`config.mk`:
```
export PLATFORM = sky130hd
export DESIGN_NAME = multdiv_unit
export DESIGN_NICKNAME = d
export VERILOG_FILES = /design/src/rtl/multdiv_unit.sv
export SDC_FILE = /design/constraint.sdc
export NUM_CORES = 1
export LEC_CHECK = 0
export BUFFER_PORTS_ARGS = -buffer_cell sky130_fd_sc_hd__buf_2
export CORE_MARGIN = 2
export CORE_UTILIZATION = 54
export DETAILED_ROUTE_END_ITERATION = 12
export PLACE_DENSITY = 0.7
export RECOVER_POWER = 25
export SYNTH_ARGS = -nofsm -noshare
export SYNTH_HDL_FRONTEND = slang
export SYNTH_SLANG_ARGS = --single-unit
```
`constraint.sdc`:
```
create_clock -name clock -period 18.3 [get_ports clock]
set_input_delay 1.83 -clock clock [delete_from_list [all_inputs] [get_ports clock]]
set_output_delay 1.83 -clock clock [all_outputs]
set_load 0.1 [all_outputs]
```
`src/rtl/multdiv_unit.sv`:
```
// Iterative signed multiplier/divider: one shift-add or restoring-divide step per cycle,
// with a one-cycle completion strobe and overflow / divide-by-zero reporting.
module multdiv_unit #(
  parameter int WIDTH = 32
) (
  input  logic             clock,
  input  logic             reset,
  input  logic             ctrl_MULT,
  input  logic             ctrl_DIV,
  input  logic [WIDTH-1:0] data_operandA,
  input  logic [WIDTH-1:0] data_operandB,
  output logic [WIDTH-1:0] data_result,
  output logic             data_exception,
  output logic             data_resultRDY,
  output logic             busy
);

  localparam int CW = $clog2(WIDTH) + 1;

  typedef enum logic [1:0] {S_IDLE, S_MULT, S_DIV, S_DONE} state_t;

  state_t               state_q, state_d;
  logic [CW-1:0]        count_q, count_d;
  logic [2*WIDTH-1:0]   mcand_q, mcand_d;
  logic [2*WIDTH-1:0]   prod_q, prod_d;
  logic [WIDTH:0]       mplier_q, mplier_d;
  logic [WIDTH-1:0]     rem_q, rem_d;
  logic [WIDTH:0]       dsr_q, dsr_d;
  logic [WIDTH-1:0]     dvd_q, dvd_d;
  logic [WIDTH-1:0]     quo_q, quo_d;
  logic                 neg_q, neg_d;
  logic                 div_zero_q, div_zero_d;
  logic                 div_ovf_q, div_ovf_d;
  logic [WIDTH-1:0]     result_q, result_d;
  logic                 exc_q, exc_d;

  logic                 start;
  logic [WIDTH:0]       mag_a, mag_b;
  logic [WIDTH:0]       rem_shift;
  logic [2*WIDTH-1:0]   prod_signed;
  logic [WIDTH-1:0]     quo_signed;

  // Magnitude needs WIDTH+1 bits so the most negative operand stays representable.
  function automatic logic [WIDTH:0] magnitude(input logic [WIDTH-1:0] v);
    logic [WIDTH:0] ext;
    ext = {v[WIDTH-1], v};
    return v[WIDTH-1] ? (~ext + {{WIDTH{1'b0}}, 1'b1}) : ext;
  endfunction

  always_comb begin
    state_d    = state_q;
    count_d    = count_q;
    mcand_d    = mcand_q;
    prod_d     = prod_q;
    mplier_d   = mplier_q;
    rem_d      = rem_q;
    dsr_d      = dsr_q;
    dvd_d      = dvd_q;
    quo_d      = quo_q;
    neg_d      = neg_q;
    div_zero_d = div_zero_q;
    div_ovf_d  = div_ovf_q;
    result_d   = result_q;
    exc_d      = exc_q;

    start       = ctrl_MULT | ctrl_DIV;
    mag_a       = magnitude(data_operandA);
    mag_b       = magnitude(data_operandB);
    rem_shift   = {rem_q, dvd_q[WIDTH-1]};
    prod_signed = neg_q ? (~prod_q + {{(2*WIDTH-1){1'b0}}, 1'b1}) : prod_q;
    quo_signed  = neg_q ? (~quo_q + {{(WIDTH-1){1'b0}}, 1'b1}) : quo_q;

    case (state_q)
      S_IDLE, S_DONE: begin
        state_d = S_IDLE;
        if (start) begin
          state_d    = ctrl_MULT ? S_MULT : S_DIV;
          count_d    = '0;
          neg_d      = data_operandA[WIDTH-1] ^ data_operandB[WIDTH-1];
          mcand_d    = {{(WIDTH-1){1'b0}}, mag_a};
          mplier_d   = mag_b;
          prod_d     = '0;
          dvd_d      = mag_a[WIDTH-1:0];
          dsr_d      = mag_b;
          rem_d      = '0;
          quo_d      = '0;
          div_zero_d = (data_operandB == '0);
          div_ovf_d  = (data_operandA == {1'b1, {(WIDTH-1){1'b0}}}) && (data_operandB == '1);
        end
      end
      S_MULT: begin
        if (count_q == CW'(WIDTH)) begin
          state_d  = S_DONE;
          result_d = prod_signed[WIDTH-1:0];
          exc_d    = (prod_signed[2*WIDTH-1:WIDTH] != {WIDTH{prod_signed[WIDTH-1]}});
        end else begin
          if (mplier_q[0]) prod_d = prod_q + mcand_q;
          mcand_d  = mcand_q << 1;
          mplier_d = mplier_q >> 1;
          count_d  = count_q + CW'(1);
        end
      end
      S_DIV: begin
        if (count_q == CW'(WIDTH)) begin
          state_d = S_DONE;
          if (div_zero_q) begin
            result_d = '0;
            exc_d    = 1'b1;
          end else if (div_ovf_q) begin
            result_d = {1'b1, {(WIDTH-1){1'b0}}};
            exc_d    = 1'b1;
          end else begin
            result_d = quo_signed;
            exc_d    = 1'b0;
          end
        end else begin
          // Restoring step: bring down the next dividend bit, subtract if it fits.
          dvd_d = dvd_q << 1;
          if (rem_shift >= dsr_q) begin
            rem_d = WIDTH'(rem_shift - dsr_q);
            quo_d = {quo_q[WIDTH-2:0], 1'b1};
          end else begin
            rem_d = rem_shift[WIDTH-1:0];
            quo_d = {quo_q[WIDTH-2:0], 1'b0};
          end
          count_d = count_q + CW'(1);
        end
      end
      default: state_d = S_IDLE;
    endcase
  end

  always_ff @(posedge clock or posedge reset) begin
    if (reset) begin
      state_q    <= S_IDLE;
      count_q    <= '0;
      mcand_q    <= '0;
      prod_q     <= '0;
      mplier_q   <= '0;
      rem_q      <= '0;
      dsr_q      <= '0;
      dvd_q      <= '0;
      quo_q      <= '0;
      neg_q      <= 1'b0;
      div_zero_q <= 1'b0;
      div_ovf_q  <= 1'b0;
      result_q   <= '0;
      exc_q      <= 1'b0;
    end else begin
      state_q    <= state_d;
      count_q    <= count_d;
      mcand_q    <= mcand_d;
      prod_q     <= prod_d;
      mplier_q   <= mplier_d;
      rem_q      <= rem_d;
      dsr_q      <= dsr_d;
      dvd_q      <= dvd_d;
      quo_q      <= quo_d;
      neg_q      <= neg_d;
      div_zero_q <= div_zero_d;
      div_ovf_q  <= div_ovf_d;
      result_q   <= result_d;
      exc_q      <= exc_d;
    end
  end

  assign data_result    = result_q;
  assign data_exception = exc_q;
  assign data_resultRDY = (state_q == S_DONE);
  assign busy           = (state_q == S_MULT) || (state_q == S_DIV);

endmodule

```
==> flow_summary_export.csv <==
group,metric,value,unit
outcome,outcome,"finished, violations left",
outcome,violations,"max-capacitance violations, max-slew violations",
final_layout,fillers,3725,
timing,slew_violations,286,
floorplan,rows,75,
clock_network,cts-buffers-inserted,40,
critical_path,cp_data_arrival_time,6.58,ns
critical_path,cp-start-kind,"input port",
final_layout,multi_input_area,13540,sq um
global_route,grt_pass1_vias,19630,
clock_network,cts_tree,"built",
final_layout,utilization,59.70,%
yosys,synth.area.top_cells,"dfrtp_1 (37%), nand2_1 (7.8%), o21ai_0 (7.6%)",
worst_hold_path,holdPathStages,2,
yosys,yosysWarnings,0,
clock_network,htree_levels,2,
global_route,antenna_found_initial,2,
yosys,syn_inst,2766,
floorplan,die_area,43740,sq um
power_and_ir_drop,worst_ir_drop_vdd,0.0001206,V
global_route,gr-usage-all-layers,28.90,%
clock_network,cts.sinks,334,
critical_path,path_class,"in2async",
clock_network,ctsLongestPathBuffers,3,
yosys,yosysUniqueCellTypes,76,
critical_path,path_max_fanout,134,
placement,port_buffers,102,
timing,hold_slack,0.4682,ns
clock_network,clock_latency,0.57,ns
timing,hold_viol,0,
clock_network,cts-root-buf,"clkbuf_16",
timing,fin_setup_tns,0,ns
floorplan,core,41760,sq um
yosys,synth.cell_area,22730,sq um
routing,drc,0,
clock_network,clk_pin_slew,0.05,ns
power_and_ir_drop,p_per_area,179.6,nW/um^2
yosys,ys_async_sr_fraction,100.0,%
routing,wl_per_cell,18.77,microns
timing,setup_violations,0,
yosys,synth_edf_count,0,
worst_hold_path,holdPathEnd,"data_result[30]",
floorplan,start_util,54.42,%
yosys,yosysSeqAreaShare,36.78,%
final_layout,seq_area,8359,sq um
placement,place_hpwl,44.25,mm
yosys,synth-main-ff-cell,"dfrtp_1",
floorplan,io_pins,103,
final_layout,fin_nets,2944,
global_route,grt_pass1_wl,102.4,mm
yosys,avgSynthCellArea,8.216,sq um
timing,fin_crit,6.037,ns
clock_network,hold_buffers,0,
timing,tightest_slew,5.704,ns
final_layout,drive_above_1_share,7.904,%
critical_path,reg2reg_to,"data_result[20]",
routing,via_per_inst,6.127,
routing,firstDrtPassIters,5,
job,max_cap_viol_count,4,
yosys,synth_top_area_share,36.78,%
clock_network,post_cts_resized,0,
routing,final_antenna_net_count,0,
timing,clock.fmax,0.1657,GHz
yosys,synth_seq_cells,334,
critical_path,worstSetupEndpointType,"async pin",
routing,drtIter0Drc,1656,
yosys,yosys.area.top_type,"dfrtp_1",
final_layout,syn_to_final_growth,9.695,%
timing,timing.final.crit_share,32.99,%
yosys,synth_nets,2942,
placement,gp_congestion,0.9495,
routing,postRouteWirelength,62.64,mm
power_and_ir_drop,p_leak,0.01174,uW
worst_hold_path,hold_path.class,"reg2reg",
clock_network,cts_setup_buffers,0,
timing,rsz0062_at_grt,"false",
global_route,grt_max_degree,135,
timing,clock_skew,0.01943,ns
worst_hold_path,hp-start,"data_result[30]",
floorplan,fp.dieH,209.1,microns
critical_path,r2r_start,"state_q[0]",
global_route,grt-ovfl-total,0,
critical_path,rr_worst_depth,8,
critical_path,critPathRequiredTime,18.85,ns
floorplan,fp.dieW,209.1,microns
routing,num_vias,20450,
critical_path,rrSetupSlack,12.54,ns
timing,slew-limit-headroom,-280.3,%
-- stage by stage --
step                      power (uW)  cells  instance area, sq um  setup WS, ns
after floorplan                 2978   2766                 22730         7.217
final                           4476   3337                 24930         12.26
after global placement          3537   3265                 23560         12.88
after global routing            4813   3337                 24930         11.25
after CTS                       4466   3335                 24950         13.41
after detailed placement        3598   3265                 23560         12.82
-- registers in the layout, summed over array words and instances (netlist names) --
signal	cells
mcand_q	64
dvd_q	32
neg_q	1
data_exception	1
data_result	32
state_q	2
div_zero_q	1
quo_q	32
rem_q	32
dsr_q	33
mplier_q	33
div_ovf_q	1
prod_q	64
count_q	6
-- cell families (layout without fill, tap and decap cells) --
kind of cell,count (synthesis),after routing,synth area share [%]
buf+inv,243,273,4.052
simple gates,962,962,19.25
mux,61,61,2.703
compound gates,832,832,22.46
xor+xnor,226,226,8.743
fa+ha+maj,108,108,6.012
other cells,0,2,0
flops,334,334,36.78
-- cell type report --
type,count,share of cell area [%]
multi-input cells,2189,54.31
flip-flops and latches,334,33.53
clock buffers,58,4.813
well taps,539,2.705
repair buffers,121,2.610
inverters,82,1.240
clock inverters,12,0.7729
diodes,2,0.02008
-- power by group --
group / switching, uW / leakage (uW) / internal, uW
combinational: 1630 / 0.00661 / 881
clock: 325 / 0.000690 / 524
sequential: 182 / 0.00444 / 932
total: 2140 / 0.0117 / 2340
-- layer usage --
| layer | GRT usage [%] | up-vias | share of wire [%] |
|---|---|---|---|
| li1 | - | 9840 | - |
| met1 | 38.71 | 9836 | 45 |
| met2 | 47.51 | 646 | 46 |
| met3 | 4.779 | 125 | 6.0 |
| met4 | 10.17 | 0 | 3.1 |
| met5 | 0 | - | 0 |
-- worst max-delay path by stage --
stage | start | endpoint | cells past startpoint
global placement | data_operandB[9] | mplier_q[29] | 11
detailed placement | data_operandB[9] | mplier_q[29] | 11
floorplan | reset | count_q[0] | 1
finish | reset | dsr_q[10] | 4
global route | reset | dsr_q[10] | 4
CTS | data_operandB[9] | mplier_q[29] | 11
-- layout by cell type (no fill, tap or decap), types with 12 or more instances in the layout --
master       n
clkbuf_16   41
o21ai_0    343
o211ai_1    18
xnor2_1    120
a31oi_1     15
nor3_1      29
clkbuf_1    12
o31ai_1     53
buf_4       15
nand2_1    475
or2_2       13
xor2_1     105
o41ai_1     29
nor2_1     152
or4_1       31
dfrtp_1    333
a21o_1      52
nand3_1    104
a21oi_1    176
nand2b_1    23
inv_1       79
or3_1       42
mux2i_1     58
a22oi_1     25
ha_1       105
nor4_1      13
buf_2       99
nand4_1     28
-- synthesized netlist by cell type (10+ instances only) --
cell type,instances
nand2_1,475
o21ai_0,345
dfrtp_1,334
a21oi_1,177
nor2_1,152
clkbuf_1,131
xnor2_1,120
ha_1,106
xor2_1,105
nand3_1,104
inv_1,80
mux2i_1,58
o31ai_1,53
a21o_1,52
or3_1,42
or4_1,31
nor3_1,29
o41ai_1,29
buf_1,28
nand4_1,28
a22oi_1,27
nand2b_1,23
o211ai_1,18
a31oi_1,15
nor4_1,14
or2_2,13
o21bai_1,12
nor2b_1,11
o21a_1,11
a22o_1,10
and3_1,10
-- critical path: stages --
cell and delay [ns]:
clkbuf_1 0.08, clkinvlp_2 3.10, buf_12 0.50, buf_4 0.84
Note: power is estimated with default switching activity, not from simulation.
